## src/rtl/sobolrng_pkg.sv

```systemverilog
// rtl/sobolrng_pkg.sv - shared helpers for the multi-dimension Sobol generator
package sobolrng_pkg;

  localparam int MAX_BITWIDTH = 16;

  function automatic int clog2(input int value);
    int r;
    r = 0;
    while ((1 << r) < value) r++;
    return r;
  endfunction

  // Default direction vector k: a single bit walking down from the MSB (van der Corput)
  function automatic logic [MAX_BITWIDTH-1:0] dv_default(input int k, input int bitwidth);
    return MAX_BITWIDTH'(1) << (bitwidth - 1 - k);
  endfunction

endpackage

```

## src/rtl/sobolrng_md_lsz.sv

```systemverilog
// rtl/sobolrng_md_lsz.sv - one-hot position of the least-significant zero of a vector
module lsz #(
  parameter int W = 8
) (
  input  logic [W-1:0] i_vec,
  output logic [W-1:0] o_onehot
);

  // Adding one ripples through the trailing ones; the first zero becomes the only new one
  assign o_onehot = ~i_vec & (i_vec + W'(1));

endmodule

```

## src/rtl/sobolrng_md.sv

```systemverilog
// rtl/sobolrng_md.sv - multi-dimension Sobol RNG with a shared index and writable direction vectors
module sobolrng_md
  import sobolrng_pkg::*;
#(
  parameter int BITWIDTH = 8,
  parameter int NUM_DIM  = 2,
  parameter int DIMW     = (NUM_DIM > 1) ? clog2(NUM_DIM) : 1,
  parameter int IDXW     = clog2(BITWIDTH)
) (
  input  logic                        iClk,
  input  logic                        iRst,
  input  logic                        iEn,
  input  logic                        iClr,
  input  logic                        iDvWe,
  input  logic [DIMW-1:0]             iDvDim,
  input  logic [IDXW-1:0]             iDvIdx,
  input  logic [BITWIDTH-1:0]         iDvData,
  output logic [NUM_DIM*BITWIDTH-1:0] oRand,
  output logic [BITWIDTH-1:0]         oCnt,
  output logic                        oWrap
);

  typedef logic [BITWIDTH-1:0] word_t;

  word_t cnt_q, cnt_d;
  logic  wrap_q, wrap_d;
  word_t smp_q [NUM_DIM];
  word_t smp_d [NUM_DIM];
  word_t dv_q  [NUM_DIM][BITWIDTH];
  word_t dv_d  [NUM_DIM][BITWIDTH];
  word_t step_v [NUM_DIM];

  word_t lsz_onehot;
  word_t sel;
  logic  cnt_full;
  logic  dv_wr_ok;

  lsz #(.W(BITWIDTH)) u_lsz (
    .i_vec    (cnt_q),
    .o_onehot (lsz_onehot)
  );

  // All-ones has no zero; pick the top vector so the sequence lands exactly on 0
  assign cnt_full = &cnt_q;
  assign sel      = cnt_full ? (word_t'(1) << (BITWIDTH - 1)) : lsz_onehot;

  // Dimension 0 stays fixed as the van der Corput reference
  assign dv_wr_ok = iDvWe && (iDvDim != '0) && (int'(iDvDim) < NUM_DIM) &&
                    (int'(iDvIdx) < BITWIDTH);

  always_comb begin
    for (int d = 0; d < NUM_DIM; d++) begin
      step_v[d] = '0;
      for (int k = 0; k < BITWIDTH; k++) begin
        if (sel[k]) step_v[d] = step_v[d] | dv_q[d][k];
      end
    end
  end

  always_comb begin
    cnt_d  = cnt_q;
    wrap_d = 1'b0;
    for (int d = 0; d < NUM_DIM; d++) begin
      smp_d[d] = smp_q[d];
      for (int k = 0; k < BITWIDTH; k++) begin
        dv_d[d][k] = dv_q[d][k];
        if (dv_wr_ok && (int'(iDvDim) == d) && (int'(iDvIdx) == k)) dv_d[d][k] = iDvData;
      end
    end

    if (iClr) begin
      cnt_d = '0;
      for (int d = 0; d < NUM_DIM; d++) smp_d[d] = '0;
    end else if (iEn) begin
      cnt_d  = cnt_q + word_t'(1);
      wrap_d = cnt_full;
      for (int d = 0; d < NUM_DIM; d++) smp_d[d] = smp_q[d] ^ step_v[d];
    end
  end

  always_ff @(posedge iClk) begin
    if (iRst) begin
      cnt_q  <= '0;
      wrap_q <= 1'b0;
      for (int d = 0; d < NUM_DIM; d++) begin
        smp_q[d] <= '0;
        for (int k = 0; k < BITWIDTH; k++) dv_q[d][k] <= word_t'(dv_default(k, BITWIDTH));
      end
    end else begin
      cnt_q  <= cnt_d;
      wrap_q <= wrap_d;
      for (int d = 0; d < NUM_DIM; d++) begin
        smp_q[d] <= smp_d[d];
        for (int k = 0; k < BITWIDTH; k++) dv_q[d][k] <= dv_d[d][k];
      end
    end
  end

  for (genvar g = 0; g < NUM_DIM; g++) begin : g_out
    assign oRand[g*BITWIDTH +: BITWIDTH] = smp_q[g];
  end

  assign oCnt  = cnt_q;
  assign oWrap = wrap_q;

endmodule

```

## config.mk

```make
export PLATFORM = sky130hd
export DESIGN_NAME = sobolrng_md
export DESIGN_NICKNAME = d
export VERILOG_FILES = /design/src/rtl/sobolrng_pkg.sv /design/src/rtl/sobolrng_md_lsz.sv /design/src/rtl/sobolrng_md.sv
export SDC_FILE = /design/constraint.sdc
export NUM_CORES = 1
export LEC_CHECK = 0
export BUFFER_PORTS_ARGS = -buffer_cell sky130_fd_sc_hd__buf_2
export CORE_ASPECT_RATIO = 1.4
export CORE_UTILIZATION = 55
export CTS_BUF_LIST = sky130_fd_sc_hd__clkbuf_4 sky130_fd_sc_hd__clkbuf_8 sky130_fd_sc_hd__clkbuf_16
export DETAILED_ROUTE_END_ITERATION = 8
export PLACE_DENSITY = 0.71
export SYNTH_ARGS = -nofsm -noshare
export SYNTH_HDL_FRONTEND = slang
export SYNTH_SLANG_ARGS = --single-unit
```

## constraint.sdc

```tcl
create_clock -name iClk -period 3.6 [get_ports iClk]
set_input_delay 0.36 -clock iClk [delete_from_list [all_inputs] [get_ports iClk]]
set_output_delay 0.36 -clock iClk [all_outputs]
set_load 0.03 [all_outputs]
```

==> results of run 1 <==
## sequential cells by signal, indices dropped and copies added (netlist names)
register / cells
dv_q: 128
smp_q: 16
oCnt: 8
oWrap: 1
## cell type report
class,count,share of cell area (%)
sequential,153,49.6
clock inverter,11,1.36
multi-input combinational,449,34.7
inverter,40,1.97
tap,150,2.46
clock buffer,21,6.05
timing repair buffer,52,3.81
## kinds of logic (layout without fill, tap and decap cells)
kind of cell / Yosys count / after routing / synth area share [%]
AO/OA/AOI/OAI: 179 / 179 / 17.7
multiplexers: 8 / 8 / 1.16
XOR/XNOR: 1 / 1 / 0.127
flip-flops: 153 / 153 / 54.9
buffers and inverters: 109 / 124 / 6.71
adder cells (fa/ha/maj): 8 / 8 / 1.45
AND/OR/NAND/NOR: 253 / 253 / 18.0
## through the flow
stage | cells | total power [mW]
2_1_floorplan | 711 | 2.17
3_3_place_gp | 844 | 2.25
3_5_place_dp | 844 | 2.27
4_1_cts | 876 | 3.96
5_1_grt | 876 | 4.06
6_report | 876 | 3.95
## how the worst max path moves through the flow
stage / from / end
2_1_floorplan: oCnt[0] / smp_q[0][5]
5_1_grt: oCnt[0] / smp_q[0][15]
3_5_place_dp: oCnt[0] / smp_q[0][15]
4_1_cts: oCnt[0] / smp_q[0][15]
3_3_place_gp: oCnt[0] / smp_q[0][0]
6_report: oCnt[0] / smp_q[0][15]
## where the power goes
| part | switching [mW] | total, mW | internal, mW |
|---|---|---|---|
| Clock | 0.669 | 1.72 | 1.05 |
| Sequential | 0.0434 | 1.96 | 1.92 |
| Combinational | 0.199 | 0.273 | 0.0738 |
| Total | 0.912 | 3.95 | 3.04 |
## Yosys cell counts, drive strengths merged
cell type	number
and2	2
a21oi	42
nand2b	2
nor2	22
o31ai	1
a222oi	16
edfxtp	72
a22oi	16
nand3	39
nor3	16
nand3b	1
dfxtp	81
inv	40
nor2b	8
mux2i	8
a211oi	7
buf	24
and3	22
a21o	1
xnor2	1
ha	8
and4	1
nand2	98
or3	1
or2	9
clkbuf	45
o21ai	48
a2111o	16
a31oi	16
or4	16
o2111ai	16
nand4	16
## critical path: cells and delay by family, from the launching register on
kind | cells | cell delay, ns
AO/OA/AOI/OAI | 2 | 0.55
adder cells (fa/ha/maj) | 2 | 0.75
buffers and inverters | 1 | 0.22
flip-flops | 1 | 0.34
AND/OR/NAND/NOR | 4 | 1.01
## cells in the final DEF (no fill, tap or decap), types with 2 or more instances in the layout
cell        n
nand2_1    98
dfxtp_1    81
edfxtp_1   72
o21ai_0    48
a21oi_1    42
inv_1      40
buf_2      40
nand3_1    39
and3_1     22
nor2_1     21
clkbuf_16  17
a22oi_1    16
a222oi_1   16
o2111ai_1  16
or4_1      16
a2111o_1   16
nor3_1     16
a31oi_1    16
nand4_1    16
buf_4      12
or2_2       9
mux2i_1     8
nor2b_1     8
ha_1        8
a211oi_1    7
clkinv_1    4
clkinv_2    4
clkbuf_4    3
nand2b_1    2
bufinv_16   2
## layer usage
layer	wire, um	share of wire, %	vias up
met2	8830	48	312
li1	-	-	2628
met1	7230	40	2744
met4	756	4.1	0
met5	0	0	-
met3	1410	7.7	69
==> reports/qor.yml, run 1 <==
synth_top_area_share_pct: 31.4
fin_setup_tns_ns: 0
finalWorstSetupSlack_ns: 0.652
setup_viol: 0
grtUsageTotal_pct: 28.4
worstPathRequired_ns: 3.96
finClkSkew_ns: 0.0159
fin_util_pct: 62.3
outcome: "finished, final reports clean"
drtPass1Iterations: 8
nets: 738
vias: 5753
die_area_um2: 13000
place_ws_ns: 0.763
placedInstanceArea_um2: 7060
dp_hpwl_um: 11300
drive_gt1_share_pct: 12.5
die_h_um: 134
vias_per_cell: 6.57
grt_pass1_wl_um: 28500
postCtsSetupBuffers: 0
r2r_cells: 9
gr-usage-met2_pct: 46.9
peakVddDrop_mv: 0.315
worstPathArrival_ns: 3.31
crit_type: "reg2reg"
antenna_found_initial: 0
drt-wirelength-per-cell_um: 20.8
timing.fmax_mhz: 339
slew_headroom_pct: 22.3
drtAntennaViolNets: 0
worstSkewPairLatency_ns: 0.43
path_clk_slew_ns: 0.06
reg2reg_slack_ns: 0.65
fin_area_um2: 7630
synth_top_area_cell: "edfxtp_1"
cts_resized: 0
clkSinkCount: 153
start_util_pct: 56.3
dr.first_iter.drc_count: 716
regToRegEndpoint: "smp_q[0][15]"
synthDistinctLibCells: 35
synth_seq_cells: 153
endpoint_kind: "register"
worstMarginPinSlew_ns: 1.17
syn-num-nets: 736
holdWs_ns: 0.257
drc: 0
synth_cells: 711
wirelength_um: 18200
hp-class: "in2reg"
clock_tree.buffer_depth: 2
hold_start: "iDvData[0]"
drv_cap: 0
hold-path-cell-count: 3
period_share_pct: 81.9
placementRows: 48
cts-buffers-inserted: 17
ios: 42
cp_common_cell: "ha_1"
syn_area_um2: 6890
gp_congestion: 0.842
synth_warnings: 0
grt_max_degree: 65
fillers: 993
areaGrowthSynthToFinish_pct: 10.6
p_per_area_nw_per_um2: 518
die_w_um: 96.6
synth.avg_cell_area_um2: 9.70
r2r_start: "oCnt[0]"
diodes: 0
cts_tree: "built"
grt.busiest_layer: "met2"
core_um2: 12300
start_kind: "register"
multi_input_area_um2: 2650
rsz0062_at_grt: "false"
crit_path_max_fanout: 19
postCtsHoldBufs: 0
grtUsageMet3_pct: 5.28
numPortBuffers: 41
use_met1_pct: 34.2
timing.critical_path.slowest_cell_delay_ns: 0.52
yosysSeqAreaShare_pct: 54.9
min_to: "dv_q[1][16]"
grt_pass1_vias: 5549
hold_viol: 0
synth.area.top_cells: "edfxtp_1 31%, dfxtp_1 24%, nand2_1 5.3%"
p_leak_nw: 2.70
crit_chain: "ha_1 -> and4_1 -> buf_4 -> and2_1 -> ha_1 -> a22oi_1 -> o2111ai_1 -> or4_1 -> nand4_1"
htree_levels: 4
clockRootBuffer: "clkbuf_16"
seqCellArea_um2: 3780
slew_violations: 0
cp_slowest_cell: "or4_1"
gr-total-overflow: 0
fin_crit_ns: 2.95
No activity file was read; power rests on OpenSTA's default activity.
==> run 2: changes to the inputs <==
--- a/config.mk
+++ b/config.mk
@@ -10,7 +10,7 @@
 export CORE_UTILIZATION = 55
 export CTS_BUF_LIST = sky130_fd_sc_hd__clkbuf_4 sky130_fd_sc_hd__clkbuf_8 sky130_fd_sc_hd__clkbuf_16
 export DETAILED_ROUTE_END_ITERATION = 8
-export PLACE_DENSITY = 0.71
+export PLACE_DENSITY = 0.74
 export SYNTH_ARGS = -nofsm -noshare
 export SYNTH_HDL_FRONTEND = slang
 export SYNTH_SLANG_ARGS = --single-unit
==> constraint.sdc (replaced) <==
create_clock -name iClk -period 2.5 [get_ports iClk]
set_input_delay 0.25 -clock iClk [delete_from_list [all_inputs] [get_ports iClk]]
set_output_delay 0.25 -clock iClk [all_outputs]
set_load 0.03 [all_outputs]
==> run 2 against run 1 <==
Effect of this change: maximum frequency increased by 21%; register-to-register slack got worse by 0.59 ns; global-route usage increased by 0.56 points; clock power increased by 52%; non-clock buffer count increased by 18; via count increased by 1.7%; sequential cell count unchanged; setup slack got worse by 0.59 ns; critical path type unchanged; largest power group unchanged; highest routed layer unchanged.
==> reports/qor.yml, run 2 (synthesis gave the netlist of run 1 again) <==
worstSkewPairLatency_ns: 0.43
gr-total-overflow: 0
vias: 5848
start_util_pct: 56.3
die_area_um2: 13000
period_share_pct: 97.6
die_w_um: 96.6
wirelength_um: 18600
finClkSkew_ns: 0.0124
cts_tree: "built"
p_sw_mw: 1.35
vias_per_cell: 6.54
placementRows: 48
final_cell_mix: "98 x nand2_1, 79 x dfxtp_1, 72 x edfxtp_1, 48 x o21ai_0, 42 x a21oi_1"
cts-buffers-inserted: 17
cp_slowest_cell: "or4_1"
regToRegEndpoint: "smp_q[0][12]"
crit_type: "reg2reg"
intPower_mw: 4.53
areaGrowthSynthToFinish_pct: 14.2
switching_share_pct: 22.9
seqPwrFrac_pct: 48.1
ios: 42
worstPathRequired_ns: 2.87
hp-class: "in2reg"
drive_gt1_share_pct: 16.1
outcome: "finished, final reports clean"
drc: 0
endpoint_kind: "register"
clkPwrFrac_pct: 44.7
drt-wirelength-per-cell_um: 20.8
worstMarginPinSlew_ns: 0.862
crit_path_max_fanout: 7
grt_pass1_vias: 5619
antenna_found_initial: 0
largest_reg_flops: 128
hold_start: "iDvData[6]"
crit_chain: "and3_1 -> and3_1 -> ha_4 -> a222oi_1 -> buf_4 -> o2111ai_1 -> buf_4 -> or4_1 -> nand4_1"
p_comb_share_pct: 7.2
fin_setup_tns_ns: 0
peakVddDrop_mv: 0.464
clockRootBuffer: "clkbuf_16"
grtUsageTotal_pct: 28.9
hold-path-cell-count: 3
fillers: 991
reg2reg_slack_ns: 0.06
htree_levels: 4
hold_viol: 0
drtPass1Iterations: 6
gp_congestion: 0.898
clock_tree.buffer_depth: 2
fin_crit_ns: 2.44
clkSinkCount: 153
grt_max_degree: 106
dr.first_iter.drc_count: 608
nets: 756
drv_cap: 0
timing.fmax_mhz: 410
start_kind: "register"
r2r_start: "oCnt[1]"
worstPathArrival_ns: 2.81
r2r_cells: 9
largest_register: "dv_q"
numPortBuffers: 41
path_clk_slew_ns: 0.06
slew_headroom_pct: 42.5
final_common_cell: "nand2_1"
p_per_area_nw_per_um2: 746
setup_viol: 0
fin_util_pct: 64.2
min_to: "dv_q[1][38]"
rsz0062_at_grt: "false"
dp_hpwl_um: 12100
drtAntennaViolNets: 0
grt_pass1_wl_um: 28900
p_leak_nw: 2.83
core_um2: 12300
die_h_um: 134
diodes: 0
timing.critical_path.slowest_cell_delay_ns: 0.40
slew_violations: 0
run 2: cell types whose count changed in the layout (fill, tap and decap cells not counted), moves of 3 or more:
cell       before  now
buf_4          12   29
clkinv_1        4    0
clkbuf_16      17   20
clkbuf_4        3    6
ha_1            8    5
run 2: cell type report:
cell class / count / area [um2] / area share [%]
Inverter: 40 / 150 / 1.91
Clock buffer: 27 / 559 / 7.11
Multi-Input combinational cell: 449 / 2690 / 34.2
Clock inverter: 5 / 55.1 / 0.699
Tap cell: 150 / 188 / 2.38
Sequential cell: 153 / 3790 / 48.2
Timing Repair Buffer: 70 / 438 / 5.56
run 2: what timing repair did:
| item | CTS | global route |
|---|---|---|
| hold buffers | 0 | 0 |
| buffers inserted | 0 | 1 |
| gates resized for setup | 0 | 4 |
| endpoints found under the setup margin | 0 | 11 |
run 2: how the worst max path moves through the flow:
stage                  from  slack (ns)  cells after the start            to
detailed placement  oCnt[1]        0.07                      9   smp_q[0][0]
floorplan           oCnt[0]        0.02                     12   smp_q[0][5]
global route        oCnt[0]        0.02                      9  smp_q[0][15]
CTS                 oCnt[0]        0.02                      9   smp_q[0][6]
global placement    oCnt[1]        0.11                      9   smp_q[0][6]
finish              oCnt[1]        0.06                      9  smp_q[0][12]
run 2: power by group through the flow:
stage	logic, mW	registers (mW)	clock network [mW]
CTS	0.410	2.82	2.64
finish	0.423	2.82	2.62
global route	0.454	2.84	2.74
global placement	0.396	2.87	0
floorplan	0.233	2.90	0
detailed placement	0.409	2.88	0
run 2: worst max-delay path, delay by kind of cell (launching register included):
| family | cells | cell delay [ns] |
|---|---|---|
| and+or+nand+nor | 4 | 0.91 |
| AOI/OAI and AO/OA | 2 | 0.48 |
| buffers and inverters | 2 | 0.42 |
| DFF | 1 | 0.36 |
| adders and majority gates | 1 | 0.20 |
run 2: metal layers:
layer	up-vias	GRT usage, %	routed length [um]
li1	2672	-	-
met1	2768	35.0	7080
met2	341	48.0	9210
met3	67	6.42	1500
met4	0	16.2	769
met5	-	0	0
run 2: per-stage QoR:
step                power, mW  area, um2  setup slack [ns]  hold slack [ns]  cells
finish                   5.87       7870            0.0591            0.184    894
global route             6.03       7870            0.0219            0.169    894
CTS                      5.88       7840            0.0173            0.163    893
detailed placement       3.28       7220            0.0684            0.468    861
global placement         3.27       7220             0.107            0.460    861
floorplan                3.13       6940            0.0153            0.446    711
